===== config.mk =====
export PLATFORM = sky130hd
export DESIGN_NAME = mem_access_unit
export DESIGN_NICKNAME = d
export VERILOG_FILES = /design/src/rtl/riscv_mem_pkg.sv /design/src/rtl/lsu_align.sv /design/src/rtl/mem_access_unit.sv
export SDC_FILE = /design/constraint.sdc
export NUM_CORES = 1
export LEC_CHECK = 0
export CORE_MARGIN = 8
export CORE_UTILIZATION = 45
export DETAILED_ROUTE_END_ITERATION = 6
export HOLD_SLACK_MARGIN = 0.12
export PLACE_DENSITY = 0.82
export SYNTH_ARGS = -nofsm -noshare
export SYNTH_HDL_FRONTEND = slang
export SYNTH_SLANG_ARGS = --single-unit

===== constraint.sdc =====
create_clock -name CLK -period 2.3 [get_ports CLK]
set_input_delay 0.345 -clock CLK [delete_from_list [all_inputs] [get_ports CLK]]
set_output_delay 0.345 -clock CLK [all_outputs]
set_load 0.005 [all_outputs]

===== src/rtl/riscv_mem_pkg.sv =====
// Shared encodings for the memory-stage load/store unit: access types,
// FSM states and the writeback bubble value.
package riscv_mem_pkg;

  localparam logic [2:0] LSU_B  = 3'b000;
  localparam logic [2:0] LSU_H  = 3'b001;
  localparam logic [2:0] LSU_W  = 3'b010;
  localparam logic [2:0] LSU_BU = 3'b100;
  localparam logic [2:0] LSU_HU = 3'b101;

  typedef enum logic [1:0] {
    ST_IDLE = 2'd0,
    ST_BUSY = 2'd1,
    ST_DONE = 2'd2
  } lsu_state_e;

  localparam logic [4:0] WB_BUBBLE = 5'b0;

endpackage


===== src/rtl/lsu_align.sv =====
// Combinational store formatting, load lane extraction/extension and the
// misaligned/illegal access check.
module lsu_align
  import riscv_mem_pkg::*;
(
  input  logic [2:0]  st_type_i,
  input  logic [1:0]  st_off_i,
  input  logic        is_store_i,
  input  logic [31:0] sdata_i,
  output logic [31:0] wdata_o,
  output logic [3:0]  wstrb_o,
  output logic        fault_o,
  input  logic [2:0]  ld_type_i,
  input  logic [1:0]  ld_off_i,
  input  logic [31:0] rdata_i,
  output logic [31:0] ldata_o
);

  logic [31:0] lane;

  always_comb begin
    wdata_o = '0;
    wstrb_o = '0;
    fault_o = 1'b0;
    case (st_type_i)
      LSU_B: begin
        wdata_o = {4{sdata_i[7:0]}};
        wstrb_o = 4'b0001 << st_off_i;
      end
      LSU_H: begin
        wdata_o = {2{sdata_i[15:0]}};
        wstrb_o = 4'b0011 << st_off_i;
        fault_o = st_off_i[0];
      end
      LSU_W: begin
        wdata_o = sdata_i;
        wstrb_o = '1;
        fault_o = |st_off_i;
      end
      // Unsigned variants only exist for loads.
      LSU_BU:  fault_o = is_store_i;
      LSU_HU:  fault_o = is_store_i | st_off_i[0];
      default: fault_o = 1'b1;
    endcase
    if (!is_store_i) begin
      wdata_o = '0;
      wstrb_o = '0;
    end
  end

  always_comb begin
    lane = rdata_i >> {ld_off_i, 3'b000};
    case (ld_type_i)
      LSU_B:   ldata_o = {{24{lane[7]}}, lane[7:0]};
      LSU_H:   ldata_o = {{16{lane[15]}}, lane[15:0]};
      LSU_W:   ldata_o = rdata_i;
      LSU_BU:  ldata_o = {24'b0, lane[7:0]};
      LSU_HU:  ldata_o = {16'b0, lane[15:0]};
      default: ldata_o = '0;
    endcase
  end

endmodule


===== src/rtl/mem_access_unit.sv =====
// Memory-stage load/store unit: one req/ack transaction per load or store,
// pipeline stall while it is outstanding, zero-latency pass-through otherwise.
module mem_access_unit
  import riscv_mem_pkg::*;
(
  input  logic        CLK,
  input  logic        RESET,
  input  logic        MemRead_i,
  input  logic        MemWrite_i,
  input  logic [2:0]  LoadOrStoreType_i,
  input  logic [4:0]  WB_control_i,
  input  logic [31:0] ALUResult_i,
  input  logic [31:0] StoreData_i,
  input  logic [4:0]  RegDst_i,
  output logic        dmem_req,
  output logic        dmem_we,
  output logic [31:0] dmem_addr,
  output logic [31:0] dmem_wdata,
  output logic [3:0]  dmem_wstrb,
  input  logic        dmem_ack,
  input  logic [31:0] dmem_rdata,
  output logic        mem_stall,
  output logic [4:0]  WB_control,
  output logic [31:0] ALUResult,
  output logic [31:0] LoadData,
  output logic [4:0]  RegDst,
  output logic        misaligned
);

  lsu_state_e  state_q, state_d;
  logic [2:0]  type_q, type_d;
  logic [31:0] addr_q, addr_d;
  logic        we_q, we_d;
  logic [31:0] wdata_q, wdata_d;
  logic [3:0]  wstrb_q, wstrb_d;
  logic [4:0]  wb_q, wb_d;
  logic [4:0]  rd_q, rd_d;
  logic [31:0] ldata_q, ldata_d;

  logic        mem_op;
  logic        fault;
  logic [31:0] fmt_wdata;
  logic [3:0]  fmt_wstrb;
  logic [31:0] ld_ext;

  assign mem_op = MemRead_i | MemWrite_i;

  lsu_align u_align (
    .st_type_i  (LoadOrStoreType_i),
    .st_off_i   (ALUResult_i[1:0]),
    .is_store_i (MemWrite_i),
    .sdata_i    (StoreData_i),
    .wdata_o    (fmt_wdata),
    .wstrb_o    (fmt_wstrb),
    .fault_o    (fault),
    .ld_type_i  (type_q),
    .ld_off_i   (addr_q[1:0]),
    .rdata_i    (dmem_rdata),
    .ldata_o    (ld_ext)
  );

  always_comb begin
    state_d = state_q;
    type_d  = type_q;
    addr_d  = addr_q;
    we_d    = we_q;
    wdata_d = wdata_q;
    wstrb_d = wstrb_q;
    wb_d    = wb_q;
    rd_d    = rd_q;
    ldata_d = ldata_q;
    case (state_q)
      ST_IDLE: begin
        if (mem_op && !fault) begin
          type_d  = LoadOrStoreType_i;
          addr_d  = ALUResult_i;
          we_d    = MemWrite_i;
          wdata_d = fmt_wdata;
          wstrb_d = fmt_wstrb;
          wb_d    = WB_control_i;
          rd_d    = RegDst_i;
          ldata_d = '0;
          state_d = ST_BUSY;
        end
      end
      ST_BUSY: begin
        if (dmem_ack) begin
          ldata_d = we_q ? '0 : ld_ext;
          state_d = ST_DONE;
        end
      end
      ST_DONE: state_d = ST_IDLE;
      default: state_d = ST_IDLE;
    endcase
  end

  always_ff @(posedge CLK or negedge RESET) begin
    if (!RESET) begin
      state_q <= ST_IDLE;
      type_q  <= '0;
      addr_q  <= '0;
      we_q    <= 1'b0;
      wdata_q <= '0;
      wstrb_q <= '0;
      wb_q    <= '0;
      rd_q    <= '0;
      ldata_q <= '0;
    end else begin
      state_q <= state_d;
      type_q  <= type_d;
      addr_q  <= addr_d;
      we_q    <= we_d;
      wdata_q <= wdata_d;
      wstrb_q <= wstrb_d;
      wb_q    <= wb_d;
      rd_q    <= rd_d;
      ldata_q <= ldata_d;
    end
  end

  // Outputs are forced to zero while reset is held, even the pass-through path.
  always_comb begin
    dmem_req   = 1'b0;
    dmem_we    = 1'b0;
    dmem_addr  = '0;
    dmem_wdata = '0;
    dmem_wstrb = '0;
    mem_stall  = 1'b0;
    WB_control = WB_BUBBLE;
    ALUResult  = '0;
    LoadData   = '0;
    RegDst     = '0;
    misaligned = 1'b0;
    if (RESET) begin
      case (state_q)
        ST_IDLE: begin
          ALUResult = ALUResult_i;
          RegDst    = RegDst_i;
          if (mem_op) begin
            misaligned = fault;
            mem_stall  = !fault;
          end else begin
            WB_control = WB_control_i;
          end
        end
        ST_BUSY: begin
          dmem_req   = 1'b1;
          dmem_we    = we_q;
          dmem_addr  = {addr_q[31:2], 2'b00};
          dmem_wdata = wdata_q;
          dmem_wstrb = wstrb_q;
          mem_stall  = 1'b1;
          ALUResult  = addr_q;
          RegDst     = rd_q;
        end
        ST_DONE: begin
          WB_control = wb_q;
          ALUResult  = addr_q;
          RegDst     = rd_q;
          LoadData   = ldata_q;
        end
        default: ;
      endcase
    end
  end

endmodule


==> results.ini <==
[place]
port_buffers = 257
dp_hpwl_um = 17150
gp_congestion = 0.8534
placed_area_sq_um = 9852
dp_slack_ns = -0.2550
dp_cells = 1128

[clock_network]
clock-sinks = 116
clk_latency_ns = 0.42
numCtsBuffers = 17
path_clk_slew_ns = 0.06
cts_root_buf = clkbuf_16
clockBufferDepth = 2
cts_tree = yes
htreeDepth = 4

[timing]
tightestPinTransition_ns = 1.172
fmaxAchievable_mhz = 431.8
relSlewSlack = 0.2160
hold_viol = 0
fin_skew_ns = 0.005462
fin_tns_setup_ns = -0.01594
fin_crit_ns = 2.316
setup_viol = 1
slew_violations = 0
finalCritPeriodShare = 1.007
rsz0062_at_grt = yes
final.setup.worst_slack_ns = -0.01594

[detailed_routing]
via_count = 7174
ant_nets = 0
wire_per_inst_um = 23.20
drcViolationCount = 0
wirelength_um = 27730
first_pass_iters = 5
initialDrtViolationCount = 542
viasPerCell = 6.003

[die]
die_w_um = 139.2
start_util = 0.4545
num_rows = 45
dieArea_sq_um = 19380
coreArea_sq_um = 15030
die_height_um = 139.2
io_pins = 260

[global_routing]
grt_antenna_before_repair = 1
grt-ovfl-total = 0
grt_usage = 0.2673
grt_max_degree = 83
grt_pass1_vias = 7180
grt_pass1_wl_um = 40870

[logic_synthesis]
syn_area_sq_um = 6833
synth_top_area_share = 0.4248
synth_edf_count = 0
synth-seq-area-share = 0.4248
yosys_register_bits = 116
synth.distinct_cells = 45
synth.area.top_cells = dfrtp_1 (42%), and3_1 (9.1%), mux2_2 (8.6%)
yosysTopAreaCell = dfrtp_1
syn_avg_cell_area_sq_um = 9.624
synth_ff_type = dfrtp_1
async_reset_ff_frac = 1.000
postSynthCellCount = 710
yosysWarnings = 0

[job]
drv_cap = 0

[critical_path]
r2r_slack_ns = 0.13
crit_type = reg -> out
start_kind = flop
end_kind = primary output
timing.rr.end = ldata_q[17]
worstPathArrival_ns = 1.97
r2r-start = state_q[0]
r2r_cells = 8
crit_fanout = 4
required_ns = 1.96

[cells_and_area]
area_growth_pct = 60.17
finalInstanceArea_sq_um = 10940
post-route-util = 0.7280
drive_above_1_share = 0.2594
final_nets = 1113
instances_no_fill = 1195
fillers = 1054

[power_and_ir_drop]
leakagePower_nw = 5.903
p_per_area_nw_per_um2 = 1062
irDropWorstVdd_mv = 0.7373

[outcome]
status = finished with violations
violations = setup timing

[hold_path]
hp-class = in -> async

-- report_power, final --
group / internal [mW] / leakage [nW] / switching [mW] / total, mW
sequential: 2.72 / 1.51 / 0.582 / 3.31
clock: 1.63 / 0.277 / 0.962 / 2.59
combinational: 2.97 / 4.12 / 2.75 / 5.73
total: 7.32 / 5.90 / 4.30 / 11.6
-- per-layer routing --
layer	vias up	routed length, um	global-route usage
met5	-	0	0
met1	3525	10770	0.3179
met4	0	1260	0.1271
met3	79	2149	0.08379
met2	366	13550	0.4335
li1	3204	-	-
-- placed cells by master (no fill, tap or decap), drive strengths merged, types with 4 or more instances in the layout --
cell             n
dlymetal6s2s    41
mux2i            8
dlygate4sd2     19
dfrtp          116
inv              7
nand2           55
a21oi           28
nand3            7
o31ai           27
a22o            54
clkinv           6
nor2            53
clkbuf          62
clkdlybuf4s15   37
nand2b           5
mux4             8
clkdlybuf4s50  112
dlygate4sd3      4
ha               4
nor2b           12
and3            99
o21ai           20
mux2            52
buf             87
a22oi           44
-- logic make-up after synthesis --
kind of cell / synth area share
and+or+nand+nor: 0.1848
AOI/OAI and AO/OA: 0.2047
DFF: 0.4248
buffers and inverters: 0.05402
muxes: 0.1238
adders and majority gates: 0.007325
other: 0.0005488
-- worst max-delay path, cell delays in order, from the launching register on --
cell and delay, ns:
dfrtp_1 0.43, inv_2 0.11, ha_4 0.16, nand2_2 0.08, nor4_1 0.44, dlygate4sd2_1 0.33
-- how the worst max path moves through the flow --
stage	start	end	slack [ns]
floorplan	addr_q[0]	ldata_q[6]	0.35
global placement	LoadOrStoreType_i[2]	mem_stall	-0.22
detailed placement	LoadOrStoreType_i[2]	mem_stall	-0.25
CTS	state_q[0]	dmem_wdata[7]	-0.14
global route	state_q[1]	misaligned	-0.05
finish	state_q[0]	misaligned	-0.02
-- layout make-up --
cell class                      instances  area (sq um)  share of cell area
Inverter                                7         26.28            0.002401
Timing Repair Buffer                  343          3440              0.3143
Tap cell                              188         235.2             0.02149
Multi-Input combinational cell        510          3772              0.3447
Clock buffer                           20         456.7             0.04173
Clock inverter                         10         108.9            0.009946
Antenna cell                            1         2.502           0.0002287
Sequential cell                       116          2903              0.2652
-- cell usage after synthesis, types with 2 or more instances --
| master | n |
|---|---|
| nor3_1 | 2 |
| and2_1 | 2 |
| nand2_1 | 55 |
| inv_1 | 7 |
| o31ai_1 | 27 |
| nor2b_1 | 12 |
| mux4_2 | 8 |
| nor3b_1 | 3 |
| o221ai_1 | 3 |
| a21oi_1 | 28 |
| buf_2 | 10 |
| clkbuf_1 | 56 |
| and3_1 | 99 |
| dfrtp_1 | 116 |
| a22o_1 | 54 |
| o22ai_1 | 2 |
| a31oi_1 | 3 |
| nand3_1 | 7 |
| mux2i_1 | 8 |
| ha_1 | 4 |
| nand2b_1 | 5 |
| nor2_1 | 53 |
| buf_1 | 6 |
| mux2_2 | 52 |
| a21o_1 | 2 |
| a221oi_1 | 2 |
| buf_6 | 4 |
| a22oi_1 | 44 |
| o21ai_0 | 19 |
| buf_4 | 2 |
-- registers in the layout, summed over array words and instances (netlist names) --
signal,count
state_q,2
we_q,1
wdata_q,32
wstrb_q,4
type_q,3
wb_q,5
rd_q,5
addr_q,32
ldata_q,32
-- per-stage QoR --
| stage | hold WS [ns] | total power, mW |
|---|---|---|
| floorplan | 0.04941 | 5.837 |
| global placement | 0.1841 | 7.827 |
| detailed placement | 0.1863 | 7.967 |
| CTS | 0.1343 | 11.13 |
| global route | 0.1810 | 12.19 |
| finish | 0.1695 | 11.62 |
-- timing repair --
| action | CTS | global route |
|---|---|---|
| hold endpoints to repair | 100 | 0 |
| pin swaps | 3 | 12 |
| gates cloned | 4 | 4 |
| setup endpoints to repair | 143 | 87 |
| gates resized for setup | 166 | 170 |
| setup buffers | 13 | 10 |
| hold buffers | 6 | 0 |
Power figures use the tool's default switching activity.
